==> src/rtl/doodle_motion_if.sv <==
// rtl/doodle_motion_if.sv - game-state inputs and sprite motion outputs of the player controller
interface doodle_motion_if #(
    parameter int XW = 10,
    parameter int VW = 5
);
    logic [2:0]    state;
    logic          pause;
    logic          left;
    logic          right;
    logic [2:0]    bump;
    logic [XW-1:0] x;
    logic [XW-1:0] y;
    logic [VW-1:0] speed;
    logic          rising;
    logic          hold;
    logic          invincible;
    logic          facing_right;
    logic [1:0]    boost;
    logic          fell;

    modport master (
        output state, pause, left, right, bump,
        input  x, y, speed, rising, hold, invincible, facing_right, boost, fell
    );

    modport slave (
        input  state, pause, left, right, bump,
        output x, y, speed, rising, hold, invincible, facing_right, boost, fell
    );
endinterface

==> src/rtl/doodle_motion_ctrl.sv <==
// rtl/doodle_motion_ctrl.sv - player motion: steering with wrap, rise/hold/fall physics, platform boosts
module doodle_motion_ctrl #(
    parameter int XW          = 10,
    parameter int VW          = 5,
    parameter int X_STEP      = 5,
    parameter int X_MIN       = 200,
    parameter int X_MAX       = 440,
    parameter int SPRITE_W    = 39,
    parameter int X_INIT      = 235,
    parameter int Y_INIT      = 415,
    parameter int V_INIT      = 11,
    parameter int SCROLL_Y    = 240,
    parameter int Y_FLOOR     = 479,
    parameter int HOLD_AIR    = 100,
    parameter int HOLD_SPRING = 10,
    parameter int INV_TICKS   = 300,
    parameter int BOOST_MAX   = 24
) (
    input logic            clk_22,
    input logic            rst,
    doodle_motion_if.slave bus
);
    localparam logic [1:0] PH_RISE = 2'd0;
    localparam logic [1:0] PH_HOLD = 2'd1;
    localparam logic [1:0] PH_FALL = 2'd2;
    localparam logic [2:0] ST_GAME = 3'd2;

    localparam int HOLD_MAX = (HOLD_AIR > HOLD_SPRING) ? HOLD_AIR : HOLD_SPRING;
    localparam int HCW      = $clog2(HOLD_MAX + 1);
    localparam int ICW      = $clog2(INV_TICKS + 1);

    localparam logic [XW:0]   X_MIN_E  = (XW+1)'(X_MIN);
    localparam logic [XW:0]   SPR_W_E  = (XW+1)'(SPRITE_W);
    localparam logic [XW-1:0] X_MAX_C  = XW'(X_MAX);
    localparam logic [XW-1:0] X_STEP_C = XW'(X_STEP);
    localparam logic [XW-1:0] X_LWRAP  = XW'(X_MAX - X_STEP);
    localparam logic [XW-1:0] X_RWRAP  = XW'(X_MIN - SPRITE_W + X_STEP);
    localparam logic [XW-1:0] SCROLL_C = XW'(SCROLL_Y);
    localparam logic [XW-1:0] FLOOR_C  = XW'(Y_FLOOR);
    localparam logic [VW-1:0] V_MAX    = {VW{1'b1}};
    localparam logic [ICW-1:0] INV_MAX = ICW'(INV_TICKS);

    logic [XW-1:0]  x_q, x_d, y_q, y_d;
    logic [VW-1:0]  speed_q, speed_d;
    logic [1:0]     phase_q, phase_d, boost_q, boost_d;
    logic           hold_q, hold_d, inv_q, inv_d, face_q, face_d, fell_q, fell_d;
    logic [HCW-1:0] hold_cnt_q, hold_cnt_d;
    logic [ICW-1:0] inv_cnt_q, inv_cnt_d;

    logic [2:0]     bump_eff;
    logic           clear;
    logic [XW:0]    y_sum;
    logic [XW-1:0]  y_up, y_down;
    logic [VW-1:0]  green_speed, boost_speed;
    logic [HCW-1:0] hold_last;

    assign bump_eff = (bus.bump > 3'd4) ? 3'd0 : bus.bump;
    assign clear    = rst || (bus.state != ST_GAME);

    // Vertical moves clamp at the coordinate range instead of wrapping
    assign y_sum  = {1'b0, y_q} + (XW+1)'(speed_q);
    assign y_up   = (y_q >= XW'(speed_q)) ? (y_q - XW'(speed_q)) : '0;
    assign y_down = y_sum[XW] ? {XW{1'b1}} : y_sum[XW-1:0];

    assign green_speed = (y_q >= XW'(350)) ? VW'(11) : VW'(8);
    assign hold_last   = (boost_q == 2'd2) ? HCW'(HOLD_SPRING - 1) : HCW'(HOLD_AIR - 1);

    // Lower landings earn a bigger boost, in steps of two
    always_comb begin
        if (y_q >= XW'(420))      boost_speed = VW'(BOOST_MAX);
        else if (y_q >= XW'(390)) boost_speed = VW'(BOOST_MAX - 2);
        else if (y_q >= XW'(355)) boost_speed = VW'(BOOST_MAX - 4);
        else if (y_q >= XW'(320)) boost_speed = VW'(BOOST_MAX - 6);
        else if (y_q >= XW'(250)) boost_speed = VW'(BOOST_MAX - 8);
        else                      boost_speed = VW'(BOOST_MAX - 10);
    end

    always_comb begin
        x_d        = x_q;
        y_d        = y_q;
        speed_d    = speed_q;
        phase_d    = phase_q;
        boost_d    = boost_q;
        hold_d     = hold_q;
        inv_d      = inv_q;
        face_d     = face_q;
        fell_d     = fell_q;
        hold_cnt_d = hold_cnt_q;
        inv_cnt_d  = inv_cnt_q;

        if (clear) begin
            x_d        = XW'(X_INIT);
            y_d        = XW'(Y_INIT);
            speed_d    = VW'(V_INIT);
            phase_d    = PH_RISE;
            boost_d    = 2'd0;
            hold_d     = 1'b0;
            inv_d      = 1'b0;
            face_d     = 1'b1;
            fell_d     = 1'b0;
            hold_cnt_d = '0;
            inv_cnt_d  = '0;
        end else if (!bus.pause) begin
            if (bus.left) begin
                face_d = 1'b0;
                x_d    = (({1'b0, x_q} + SPR_W_E) < X_MIN_E) ? X_LWRAP : (x_q - X_STEP_C);
            end else if (bus.right) begin
                face_d = 1'b1;
                x_d    = (x_q > X_MAX_C) ? X_RWRAP : (x_q + X_STEP_C);
            end

            y_d = ((bump_eff != 3'd0) || (phase_q != PH_FALL)) ? y_up : y_down;

            if ((phase_q == PH_FALL) && (y_q > FLOOR_C)) fell_d = 1'b1;

            if (bump_eff == 3'd4) begin
                inv_d     = 1'b1;
                inv_cnt_d = '0;
            end else begin
                inv_cnt_d = (inv_cnt_q >= INV_MAX) ? inv_cnt_q : (inv_cnt_q + 1'b1);
                if (inv_cnt_d >= INV_MAX) inv_d = 1'b0;
            end

            if (bump_eff != 3'd0) begin
                phase_d    = PH_RISE;
                hold_d     = 1'b0;
                hold_cnt_d = '0;
                if ((bump_eff == 3'd1) || (bump_eff == 3'd4)) begin
                    boost_d = 2'd0;
                    speed_d = green_speed;
                end else begin
                    boost_d = (bump_eff == 3'd2) ? 2'd1 : 2'd2;
                    speed_d = boost_speed;
                end
            end else begin
                case (phase_q)
                    PH_RISE: begin
                        if (speed_q == '0) begin
                            if (boost_q != 2'd0) begin
                                phase_d    = PH_HOLD;
                                hold_d     = 1'b1;
                                hold_cnt_d = '0;
                            end else begin
                                phase_d = PH_FALL;
                                speed_d = VW'(1);
                            end
                        end else if (y_q <= SCROLL_C) begin
                            speed_d = '0;
                            if (boost_q != 2'd0) begin
                                phase_d    = PH_HOLD;
                                hold_d     = 1'b1;
                                hold_cnt_d = '0;
                            end
                        end else begin
                            speed_d = speed_q - 1'b1;
                        end
                    end
                    PH_HOLD: begin
                        speed_d = '0;
                        hold_d  = 1'b1;
                        if (hold_cnt_q == hold_last) begin
                            phase_d    = PH_FALL;
                            speed_d    = VW'(1);
                            hold_d     = 1'b0;
                            boost_d    = 2'd0;
                            hold_cnt_d = '0;
                        end else begin
                            hold_cnt_d = hold_cnt_q + 1'b1;
                        end
                    end
                    PH_FALL: speed_d = (speed_q == V_MAX) ? speed_q : (speed_q + 1'b1);
                    default: phase_d = PH_RISE;
                endcase
            end
        end
    end

    always_ff @(posedge clk_22) begin
        x_q        <= x_d;
        y_q        <= y_d;
        speed_q    <= speed_d;
        phase_q    <= phase_d;
        boost_q    <= boost_d;
        hold_q     <= hold_d;
        inv_q      <= inv_d;
        face_q     <= face_d;
        fell_q     <= fell_d;
        hold_cnt_q <= hold_cnt_d;
        inv_cnt_q  <= inv_cnt_d;
    end

    assign bus.x            = x_q;
    assign bus.y            = y_q;
    assign bus.speed        = speed_q;
    assign bus.rising       = (phase_q != PH_FALL);
    assign bus.hold         = hold_q;
    assign bus.invincible   = inv_q;
    assign bus.facing_right = face_q;
    assign bus.boost        = boost_q;
    assign bus.fell         = fell_q;
endmodule

==> src/flat_wrapper.sv <==
// flat-port wrapper written by rule: the top's interface ports become plain ports
module doodle_motion_ctrl_flat 
#(
    parameter int XW          = 10,
    parameter int VW          = 5,
    parameter int X_STEP      = 5,
    parameter int X_MIN       = 200,
    parameter int X_MAX       = 440,
    parameter int SPRITE_W    = 39,
    parameter int X_INIT      = 235,
    parameter int Y_INIT      = 415,
    parameter int V_INIT      = 11,
    parameter int SCROLL_Y    = 240,
    parameter int Y_FLOOR     = 479,
    parameter int HOLD_AIR    = 100,
    parameter int HOLD_SPRING = 10,
    parameter int INV_TICKS   = 300,
    parameter int BOOST_MAX   = 24
)
  (clk_22, rst, bus_state, bus_pause, bus_left, bus_right, bus_bump, bus_x, bus_y, bus_speed, bus_rising, bus_hold, bus_invincible, bus_facing_right, bus_boost, bus_fell);
  doodle_motion_if #(.XW(XW), .VW(VW)) bus_i ();
  input logic clk_22;
  input logic rst;
  input wire logic [$bits(bus_i.state)-1:0] bus_state;
  input wire logic [$bits(bus_i.pause)-1:0] bus_pause;
  input wire logic [$bits(bus_i.left)-1:0] bus_left;
  input wire logic [$bits(bus_i.right)-1:0] bus_right;
  input wire logic [$bits(bus_i.bump)-1:0] bus_bump;
  output wire logic [$bits(bus_i.x)-1:0] bus_x;
  output wire logic [$bits(bus_i.y)-1:0] bus_y;
  output wire logic [$bits(bus_i.speed)-1:0] bus_speed;
  output wire logic [$bits(bus_i.rising)-1:0] bus_rising;
  output wire logic [$bits(bus_i.hold)-1:0] bus_hold;
  output wire logic [$bits(bus_i.invincible)-1:0] bus_invincible;
  output wire logic [$bits(bus_i.facing_right)-1:0] bus_facing_right;
  output wire logic [$bits(bus_i.boost)-1:0] bus_boost;
  output wire logic [$bits(bus_i.fell)-1:0] bus_fell;
  assign bus_i.state = bus_state;
  assign bus_i.pause = bus_pause;
  assign bus_i.left = bus_left;
  assign bus_i.right = bus_right;
  assign bus_i.bump = bus_bump;
  assign bus_x = bus_i.x;
  assign bus_y = bus_i.y;
  assign bus_speed = bus_i.speed;
  assign bus_rising = bus_i.rising;
  assign bus_hold = bus_i.hold;
  assign bus_invincible = bus_i.invincible;
  assign bus_facing_right = bus_i.facing_right;
  assign bus_boost = bus_i.boost;
  assign bus_fell = bus_i.fell;
  doodle_motion_ctrl #(.XW(XW), .VW(VW), .X_STEP(X_STEP), .X_MIN(X_MIN), .X_MAX(X_MAX), .SPRITE_W(SPRITE_W), .X_INIT(X_INIT), .Y_INIT(Y_INIT), .V_INIT(V_INIT), .SCROLL_Y(SCROLL_Y), .Y_FLOOR(Y_FLOOR), .HOLD_AIR(HOLD_AIR), .HOLD_SPRING(HOLD_SPRING), .INV_TICKS(INV_TICKS), .BOOST_MAX(BOOST_MAX)) u_core (.clk_22(clk_22), .rst(rst), .bus(bus_i));
endmodule
==> config.mk <==
export PLATFORM = sky130hd
export DESIGN_NAME = doodle_motion_ctrl_flat
export DESIGN_NICKNAME = d
export VERILOG_FILES = /design/src/rtl/doodle_motion_if.sv /design/src/rtl/doodle_motion_ctrl.sv /design/src/flat_wrapper.sv
export SDC_FILE = /design/constraint.sdc
export NUM_CORES = 1
export LEC_CHECK = 0
export BUFFER_PORTS_ARGS = -buffer_cell sky130_fd_sc_hd__buf_4
export CAP_MARGIN = 5
export CORE_MARGIN = 2
export CORE_UTILIZATION = 66
export CTS_BUF_LIST = sky130_fd_sc_hd__clkbuf_4
export DETAILED_ROUTE_END_ITERATION = 12
export PLACE_DENSITY = 0.88
export SYNTH_ARGS = -nofsm -noshare
export SYNTH_HDL_FRONTEND = slang
export SYNTH_SLANG_ARGS = --single-unit
==> constraint.sdc <==
create_clock -name clk_22 -period 5.5 [get_ports clk_22]
set_input_delay 0.275 -clock clk_22 [delete_from_list [all_inputs] [get_ports clk_22]]
set_output_delay 0.275 -clock clk_22 [all_outputs]
set_load 0.05 [all_outputs]
# ---- After elaboration in Yosys (flattened, before gate mapping)
# Cells that the tools add are included.
dict set report word_totals {
  regBits 49
  latchBits 0
  ramBits 0
  mem_bits_ro 0
  wordCells 125
  mem_count 0
}
dict set report classes {
  n_addsub 9
  multipliers 0
  div_mod_pow 0
  n_lt_le_gt_ge 14
  n_eq_ne 16
  n_shift 0
  n_mux 53
  bitwise_logic 1
  reduce_logical 21
}
# op n
set op_table {}
lappend op_table {{$mux W10} 7}
lappend op_table {{$mux W5} 11}
lappend op_table {{$ge A10 B9 Y1 const B} 5}
lappend op_table {{$mux W7} 6}
lappend op_table {{$mux W2} 12}
lappend op_table {{$gt A10 B9 Y1 const B} 2}
lappend op_table {{$ge A9 B9 Y1 const B} 2}
lappend op_table {{$mux W9} 2}
lappend op_table {{$pmux W5 S3} 1}
lappend op_table {{$pmux W7 S2} 1}
lappend op_table {{$add A10 B5 Y11} 1}
lappend op_table {{$add A10 B6 Y11 const B} 1}
lappend op_table {{$lt A11 B8 Y1 const B} 1}
lappend op_table {{$add A10 B3 Y10 const B} 1}
lappend op_table {{$ge A10 B5 Y1} 1}
lappend op_table {{$ge A10 B8 Y1 const B} 1}
lappend op_table {{$le A10 B8 Y1 const B} 1}
lappend op_table {{$mux W1} 10}
lappend op_table {{$reduce_bool A2 Y1} 5}
lappend op_table {{$sub A10 B3 Y10 const B} 1}
lappend op_table {{$sub A10 B5 Y10} 1}
lappend op_table {{$add A9 B1 Y9 const B} 1}
lappend op_table {{$ne A4 B1 Y1 const B} 2}
lappend op_table {{$add A7 B1 Y7 const B} 1}
lappend op_table {{other kinds (29)} 37}

# ---- Depth between registers and ports, before layout
# Gate-level depths: netlist of the first run.
dict set report logic_depth {
  ltp_word 8
  mapped_depth 10
}

# ---- Worst setup path after synthesis of the first run
# Ideal clock, no wire load.
dict set report synth_timing {
  kind {flip-flop to flip-flop}
  from {reg u_core.speed_q[3], in the netlist u_core.bus.speed[3]}
  to {reg u_core.y_q[8], in the netlist u_core.bus.y[8]}
  setup_time_ps 131
  arrival_time_ps 2568
  required_time_ps 5369
  path_slack_ps 2801
  path_stages_with_launch 10
  path_buffers 1
  period_less_slack_ps 2699
  path_cell_list {dfxtp_1 -> inv_1 -> ha_1 -> clkbuf_1 -> and3_1 -> a311o_1 -> o21ai_1 -> nor2_1 -> a221oi_1 -> o21ai_0}
}
dict set report synth_between {
  elab_chain_len 3
  elab_cells_between_ends 6
}
# element line_no
set synth_lines {}
lappend synth_lines {{from (decl)} doodle_motion_ctrl.sv:44} ;# logic [VW-1:0] speed_q, speed_d;
lappend synth_lines {{from (signal assigned)} doodle_motion_ctrl.sv:181} ;# speed_q <= speed_d;
lappend synth_lines {{$add A10 B5 Y11 (tied with other cells)} doodle_motion_ctrl.sv:61} ;# assign y_sum = {1'b0, y_q} + (XW+1)'(speed_q);
lappend synth_lines {{$mux W10, on equally long branches} {doodle_motion_ctrl.sv:63, doodle_motion_ctrl.sv:62}}
lappend synth_lines {{$mux W10 (*)} doodle_motion_ctrl.sv:112} ;# y_d = ((bump_eff != 3'd0) || (phase_q != PH_FALL)) ? y_up : y_down;
lappend synth_lines {{to (signal assigned)} doodle_motion_ctrl.sv:180} ;# y_q <= y_d;
lappend synth_lines {{to (decl)} doodle_motion_ctrl.sv:43} ;# logic [XW-1:0] x_q, x_d, y_q, y_d;
# Every way passes the cells marked *; elsewhere a longest branch is shown, timed or not.
# A chain may end at the register's enable or synchronous reset.

# ---- Worst setup path in the final report of the first run
dict set report layout_timing {
  from {reg u_core.speed_q[0], in the netlist u_core.bus.speed[0]}
  to {reg u_core.y_q[8], in the netlist u_core.bus.y[8]}
}
# Same word-level chain as after synthesis.

==> results.json, run 1 <==
{
  "status": "complete, no violations",
  "viasPerCell": 6.681,
  "timing.final.crit_period_ns": 2.610,
  "clock-sinks": 49,
  "cts_root_buf": "clkbuf_4",
  "grt_pass1_vias": 3806,
  "rsz0062_at_grt": "false",
  "routed_wl_um": 10780,
  "area_growth_pct": 7.881,
  "syn-num-nets": 585,
  "fillers": 475,
  "ant_nets": 0,
  "cts_tree": "done",
  "ys_warn_count": 0,
  "drc_errors": 0,
  "crit_type": "reg -> reg",
  "crit_slowest_cell": "dfxtp_1",
  "maxCapViolCount": 0,
  "synth_area_sq_um": 4128,
  "ys_ff_latch": 49,
  "synth_top_flop_cell": "dfxtp_1",
  "cts_buffer_depth": 2,
  "clock_skew_ns": 0.01174,
  "leakagePower_nw": 1.698,
  "cp-end-kind": "flip-flop",
  "slowest_delay_ns": 0.51,
  "setup_tns_ns": 0,
  "synth_edf_count": 0,
  "relSlewSlack": 0.4530,
  "wl_met3_um": 830,
  "grt_pass1_wl_um": 17990,
  "ys_types": 84,
  "core_area_sq_um": 5991,
  "chipHeight_um": 83.08,
  "h-tree-depth": 2,
  "grt_max_degree": 30,
  "async_reset_ff_frac": 0,
  "die_x_um": 83.08,
  "crit_chain": "ha_1, inv_1, fa_1, a211oi_1, o21ai_0, o21ai_1, nor2_1, a221oi_1, o21ai_0",
  "hold_path_class": "in -> reg",
  "fin_crit_sh": 0.4746,
  "dieArea_sq_um": 6902,
  "io_pins": 43,
  "setup_violations": 0,
  "initial_utilization": 0.6890,
  "clkTransAtPathRegs_ns": 0.15,
  "cp_common_cell": "o21ai_0",
  "globalRouteTotalUtil": 0.3073,
  "wl_per_cell_um": 16.76,
  "cts_resized": 0,
  "hold_violations": 0,
  "drt-initial-drc-count": 330,
  "crit_required_ns": 5.77,
  "dr.pass1.iters": 5,
  "final_nets": 601,
  "rows": 28,
  "cp.arrival_ns": 2.88,
  "dr_total_vias": 4296,
  "met2_length_um": 4979,
  "post_cts_buffers": 0,
  "diodes": 0,
  "antenna_found_initial": 0,
  "syn_area_per_cell_sq_um": 7.491,
  "gp_congestion": 0.9145,
  "yosys-top-cells-area": "dfxtp_1 (24%), ha_1 (6.4%), o21ai_0 (5.3%)",
  "ys_seq_area_frac": 0.2376,
  "synth_top_cell_area_share": 0.2376,
  "post-synth-top-area-cell": "dfxtp_1",
  "power_density_nw_per_um2": 151.5,
  "maxSlewViolCount": 0,
  "met1Wirelength_um": 4748,
  "cts_buffers": 5,
  "finalPower_mw": 0.6745,
  "grt_overflow": 0,
  "ir_worst_vdd_v": 0.0001152,
  "worst_pin_slew_ns": 0.8174,
  "port_buffers": 42,
  "top_layer": "met4",
  "drive_above_1_share": 0.1268,
  "hpwlAfterDp_um": 7740,
  "holdBufCountCts": 0,
  "critPathLaunchType": "flip-flop",
  "syn_inst": 551,
  "fmax_ghz": 0.3831,
  "insertion_delay_ns": 0.39,
  "cp_max_fo": 8
}
-- synth_stat cells, types with 6 or more instances --
library cell,count
clkbuf_1,17
xor2_1,8
mux2i_1,10
ha_1,21
nor2_1,53
a31oi_1,7
nand2b_1,9
a21oi_1,39
and3_1,8
a211oi_1,9
dfxtp_1,49
nand3b_1,7
nor3_1,22
o21a_1,6
nand3_1,18
nand2_1,45
o21ai_0,44
buf_2,7
nand4_1,8
inv_1,26
xnor2_1,12
-- registers in the layout, indices dropped and copies added, names as in the netlist --
register,count
u_core.phase_q,2
u_core.bus.y,10
u_core.bus.fell,1
u_core.bus.boost,2
u_core.bus.hold,1
u_core.bus.speed,5
u_core.bus.x,10
u_core.bus.invincible,1
u_core.inv_cnt_q,9
u_core.bus.facing_right,1
u_core.hold_cnt_q,7
-- metrics by stage --
stage               hold WS (ns)    util  instances  setup WS [ns]  cell area (sq um)
floorplan                 0.4520       -        551          2.801               4128
global placement          0.4553  0.7293        635          3.088               4369
detailed placement        0.4732  0.7293        635          2.956               4369
CTS                       0.1987  0.7433        643          2.907               4453
global route              0.2040  0.7433        643          2.573               4453
finish                    0.2057  0.7433        643          2.890               4453
-- worst paths after layout --
path / start / to / slack (ns) / depth (start not counted)
setup / recovery: u_core.bus.speed[0]$_SDFFE_PP1P_ / u_core.bus.y[8]$_SDFFE_PP1N_ / 2.89 / 9
hold / removal: bus_bump[1] / u_core.bus.boost[1]$_SDFFE_PP0P_ / 0.21 / 3
setup reg to reg: u_core.bus.speed[0]$_SDFFE_PP1P_ / u_core.bus.y[8]$_SDFFE_PP1N_ / 2.89 / 9
hold reg to reg: u_core.bus.fell$_SDFFE_PP0P_ / u_core.bus.fell$_SDFFE_PP0P_ / 0.50 / 2
-- cells in the final DEF, fill, tap and decap left out, types with 4 or more instances in the layout --
master,n
nor2_1,53
o22ai_1,4
inv_1,26
buf_4,43
o21ai_1,4
dfxtp_1,49
mux2i_1,10
nand4b_1,4
nand2_1,45
or3_1,5
o31ai_1,4
a221oi_1,4
o21a_1,6
o21ai_0,44
nand3_1,18
o211ai_1,5
a21oi_1,39
nand3b_1,7
clkbuf_4,5
nor3_1,22
ha_1,21
xnor2_1,12
a211oi_1,9
nand2b_1,9
nand4_1,8
and3_1,8
xor2_1,8
a31oi_1,7
nor2b_1,5
nor4_1,4
-- report_power, final --
part	switching (mW)	total (mW)	leakage, nW	internal [mW]
Combinational	0.0565	0.0875	1.26	0.0310
Sequential	0.00479	0.362	0.396	0.357
Clock	0.129	0.225	0.0414	0.0964
-- metal layers --
| layer | vias up | global-route usage |
|---|---|---|
| met1 | 2001 | 0.4236 |
| li1 | 2062 | - |
| met5 | - | 0 |
| met3 | 27 | 0.04573 |
| met4 | 0 | 0.1148 |
| met2 | 206 | 0.4868 |
-- critical path, delay by kind of cell, from the launching register on --
| kind | cells | cell delay (ns) |
|---|---|---|
| AOI/OAI and AO/OA | 5 | 1.20 |
| adders and majority gates | 2 | 0.61 |
| DFF | 1 | 0.51 |
| and+or+nand+nor | 1 | 0.13 |
| buffers and inverters | 1 | 0.06 |
-- layout make-up --
type | count | area (sq um) | area share
sequential | 49 | 980.9 | 0.2203
clock buffer | 5 | 37.54 | 0.008429
timing repair buffer | 43 | 322.8 | 0.07249
multi-input combinational | 441 | 2870 | 0.6446
clock inverter | 3 | 46.29 | 0.01040
inverter | 27 | 101.3 | 0.02276
tap | 75 | 93.84 | 0.02107
-- logic make-up after synthesis --
logic type / after synthesis / share of synthesized area
AO/OA/AOI/OAI: 173 / 0.2801
XOR/XNOR: 20 / 0.04244
adder cells (fa/ha/maj): 23 / 0.07336
buffers and inverters: 61 / 0.06850
flip-flops: 49 / 0.2376
multiplexers: 12 / 0.02971
AND/OR/NAND/NOR: 213 / 0.2683
No activity file was read; power rests on OpenSTA's default activity.
==> inputs of run 2 (changes only) <==
Settings changed: CORE_UTILIZATION 66 to 56, PLACE_DENSITY 0.88 to 0.79.
Clock period 5.5 ns to 2.3 ns, I/O delays scaled along.
==> results.json, run 2 (synthesis results as in run 1) <==
{
  "timing.final.crit_period_ns": 2.244,
  "hold_violations": 0,
  "mostFrequentLayoutCell": "buf_4",
  "globalRouteTotalUtil": 0.2810,
  "place_ws_ns": -0.009614,
  "ir_worst_vdd_v": 0.0003273,
  "grt_max_degree": 30,
  "diodes": 0,
  "rows": 31,
  "rsz0062_at_grt": "false",
  "status": "complete, no violations",
  "chipHeight_um": 89.86,
  "clock_skew_ns": 0.01214,
  "cts_tree": "done",
  "cp.arrival_ns": 2.53,
  "fmax_ghz": 0.4456,
  "io_pins": 43,
  "grt_pass1_wl_um": 19310,
  "power_density_nw_per_um2": 339.3,
  "hold_path_class": "in -> reg",
  "dp.cells": 692,
  "worst_pin_slew_ns": 0.6697,
  "grt_overflow": 0,
  "final_nets": 637,
  "viasPerCell": 6.296,
  "fin_ws_ns": 0.05594,
  "slowest_delay_ns": 0.40,
  "final_cell_mix": "buf_4 (79), nor2_1 (53), nand2_1 (45)",
  "crit_type": "reg -> reg",
  "dr_total_vias": 4426,
  "fin_crit_sh": 0.9757,
  "hpwlAfterDp_um": 8298,
  "insertion_delay_ns": 0.38,
  "clkTransAtPathRegs_ns": 0.16,
  "drc_errors": 0,
  "initial_utilization": 0.5752,
  "setup_violations": 0,
  "cp_common_cell": "ha_1",
  "routed_wl_um": 11780,
  "cp_max_fo": 9,
  "area_growth_pct": 19.01,
  "dieArea_sq_um": 8074,
  "dr.pass1.iters": 5,
  "fillers": 609,
  "leakagePower_nw": 1.868,
  "cts_buffer_depth": 2,
  "antenna_found_initial": 0,
  "grt_pass1_vias": 4040,
  "maxSlewViolCount": 0,
  "layoutNonFillerInstCount": 703,
  "relSlewSlack": 0.5535,
  "holdBufCountCts": 0,
  "cts_root_buf": "clkbuf_4",
  "cts_buffers": 5,
  "crit_required_ns": 2.58,
  "maxCapViolCount": 0,
  "crit_slowest_cell": "dfxtp_4",
  "crit_chain": "ha_1, and3_1, ha_1, a21oi_1, o21ai_1, a21oi_4, o311ai_1, o32a_1",
  "drive_above_1_share": 0.2334,
  "cp-end-kind": "flip-flop",
  "final_core_util": 0.6846,
  "drt-initial-drc-count": 322,
  "gp_congestion": 0.9472,
  "clock-sinks": 49,
  "wl_per_cell_um": 16.76,
  "critPathLaunchType": "flip-flop",
  "core_area_sq_um": 7176,
  "h-tree-depth": 2,
  "port_buffers": 42,
  "ant_nets": 0,
  "die_x_um": 89.86
}
==> run 2: changes by cell type in the layout (fill, tap and decap cells not counted), sizes merged <==
cell and change:
buf +36, clkbuf +1, inv -1
==> run 2: report_power, final <==
group | switching [mW] | internal (mW)
registers | 0.00765 | 0.850
logic | 0.151 | 0.0946
clock network | 0.319 | 0.244
==> run 2: per-stage QoR <==
| stage | total power, mW | setup TNS (ns) | cell area [sq um] | hold WS, ns |
|---|---|---|---|---|
| after floorplan | 1.028 | -0.05992 | 4159 | 0.2920 |
| after global placement | 1.096 | 0 | 4676 | 0.4556 |
| after detailed placement | 1.101 | -0.009614 | 4676 | 0.4635 |
| after CTS | 1.650 | 0 | 4771 | 0.04870 |
| after global routing | 1.725 | 0 | 4912 | 0.05759 |
| final | 1.667 | 0 | 4912 | 0.06012 |
==> run 2: path summary, 6_finish.rpt <==
path	startpoint	end	slack, ns	depth (start not counted)
worst max-delay path	u_core.bus.speed[0]$_SDFFE_PP1P_	u_core.bus.speed[1]$_SDFFE_PP1P_	0.06	8
worst min-delay path	bus_bump[1]	u_core.bus.boost[1]$_SDFFE_PP0P_	0.06	3
worst max register to register	u_core.bus.speed[0]$_SDFFE_PP1P_	u_core.bus.speed[1]$_SDFFE_PP1P_	0.06	8
worst min register to register	u_core.bus.fell$_SDFFE_PP0P_	u_core.bus.fell$_SDFFE_PP0P_	0.48	2
==> run 2: repair_timing <==
| action | CTS | global route |
|---|---|---|
| gates cloned | 0 | 0 |
| endpoints found under the setup margin | 3 | 30 |
| pin swaps | 0 | 2 |
| resized for setup | 3 | 24 |
| buffers inserted | 0 | 3 |
==> run 2: final cells by class <==
cell class,instances,area [sq um],share of cell area
sequential,49,1006,0.2048
timing repair buffer,79,593.1,0.1207
tap,99,123.9,0.02522
clock inverter,2,38.79,0.007896
inverter,27,105.1,0.02140
clock buffer,6,45.04,0.009170
multi-input combinational,441,3000,0.6108
==> run 2: routing by layer <==
metal	vias to the layer above	global-route usage	part of all wire
met5	-	0	0
li1	2145	-	-
met1	2089	0.3730	0.44
met2	170	0.4760	0.48
met4	0	0.08205	0.013
met3	22	0.04107	0.067
==> run 2: worst max-delay path, delay by kind of cell (launching register included) <==
family	cells	cell delay (ns)
adder cells (fa/ha/maj)	2	0.42
AND/OR/NAND/NOR	1	0.20
flip-flops	1	0.40
AO/OA/AOI/OAI	5	1.14
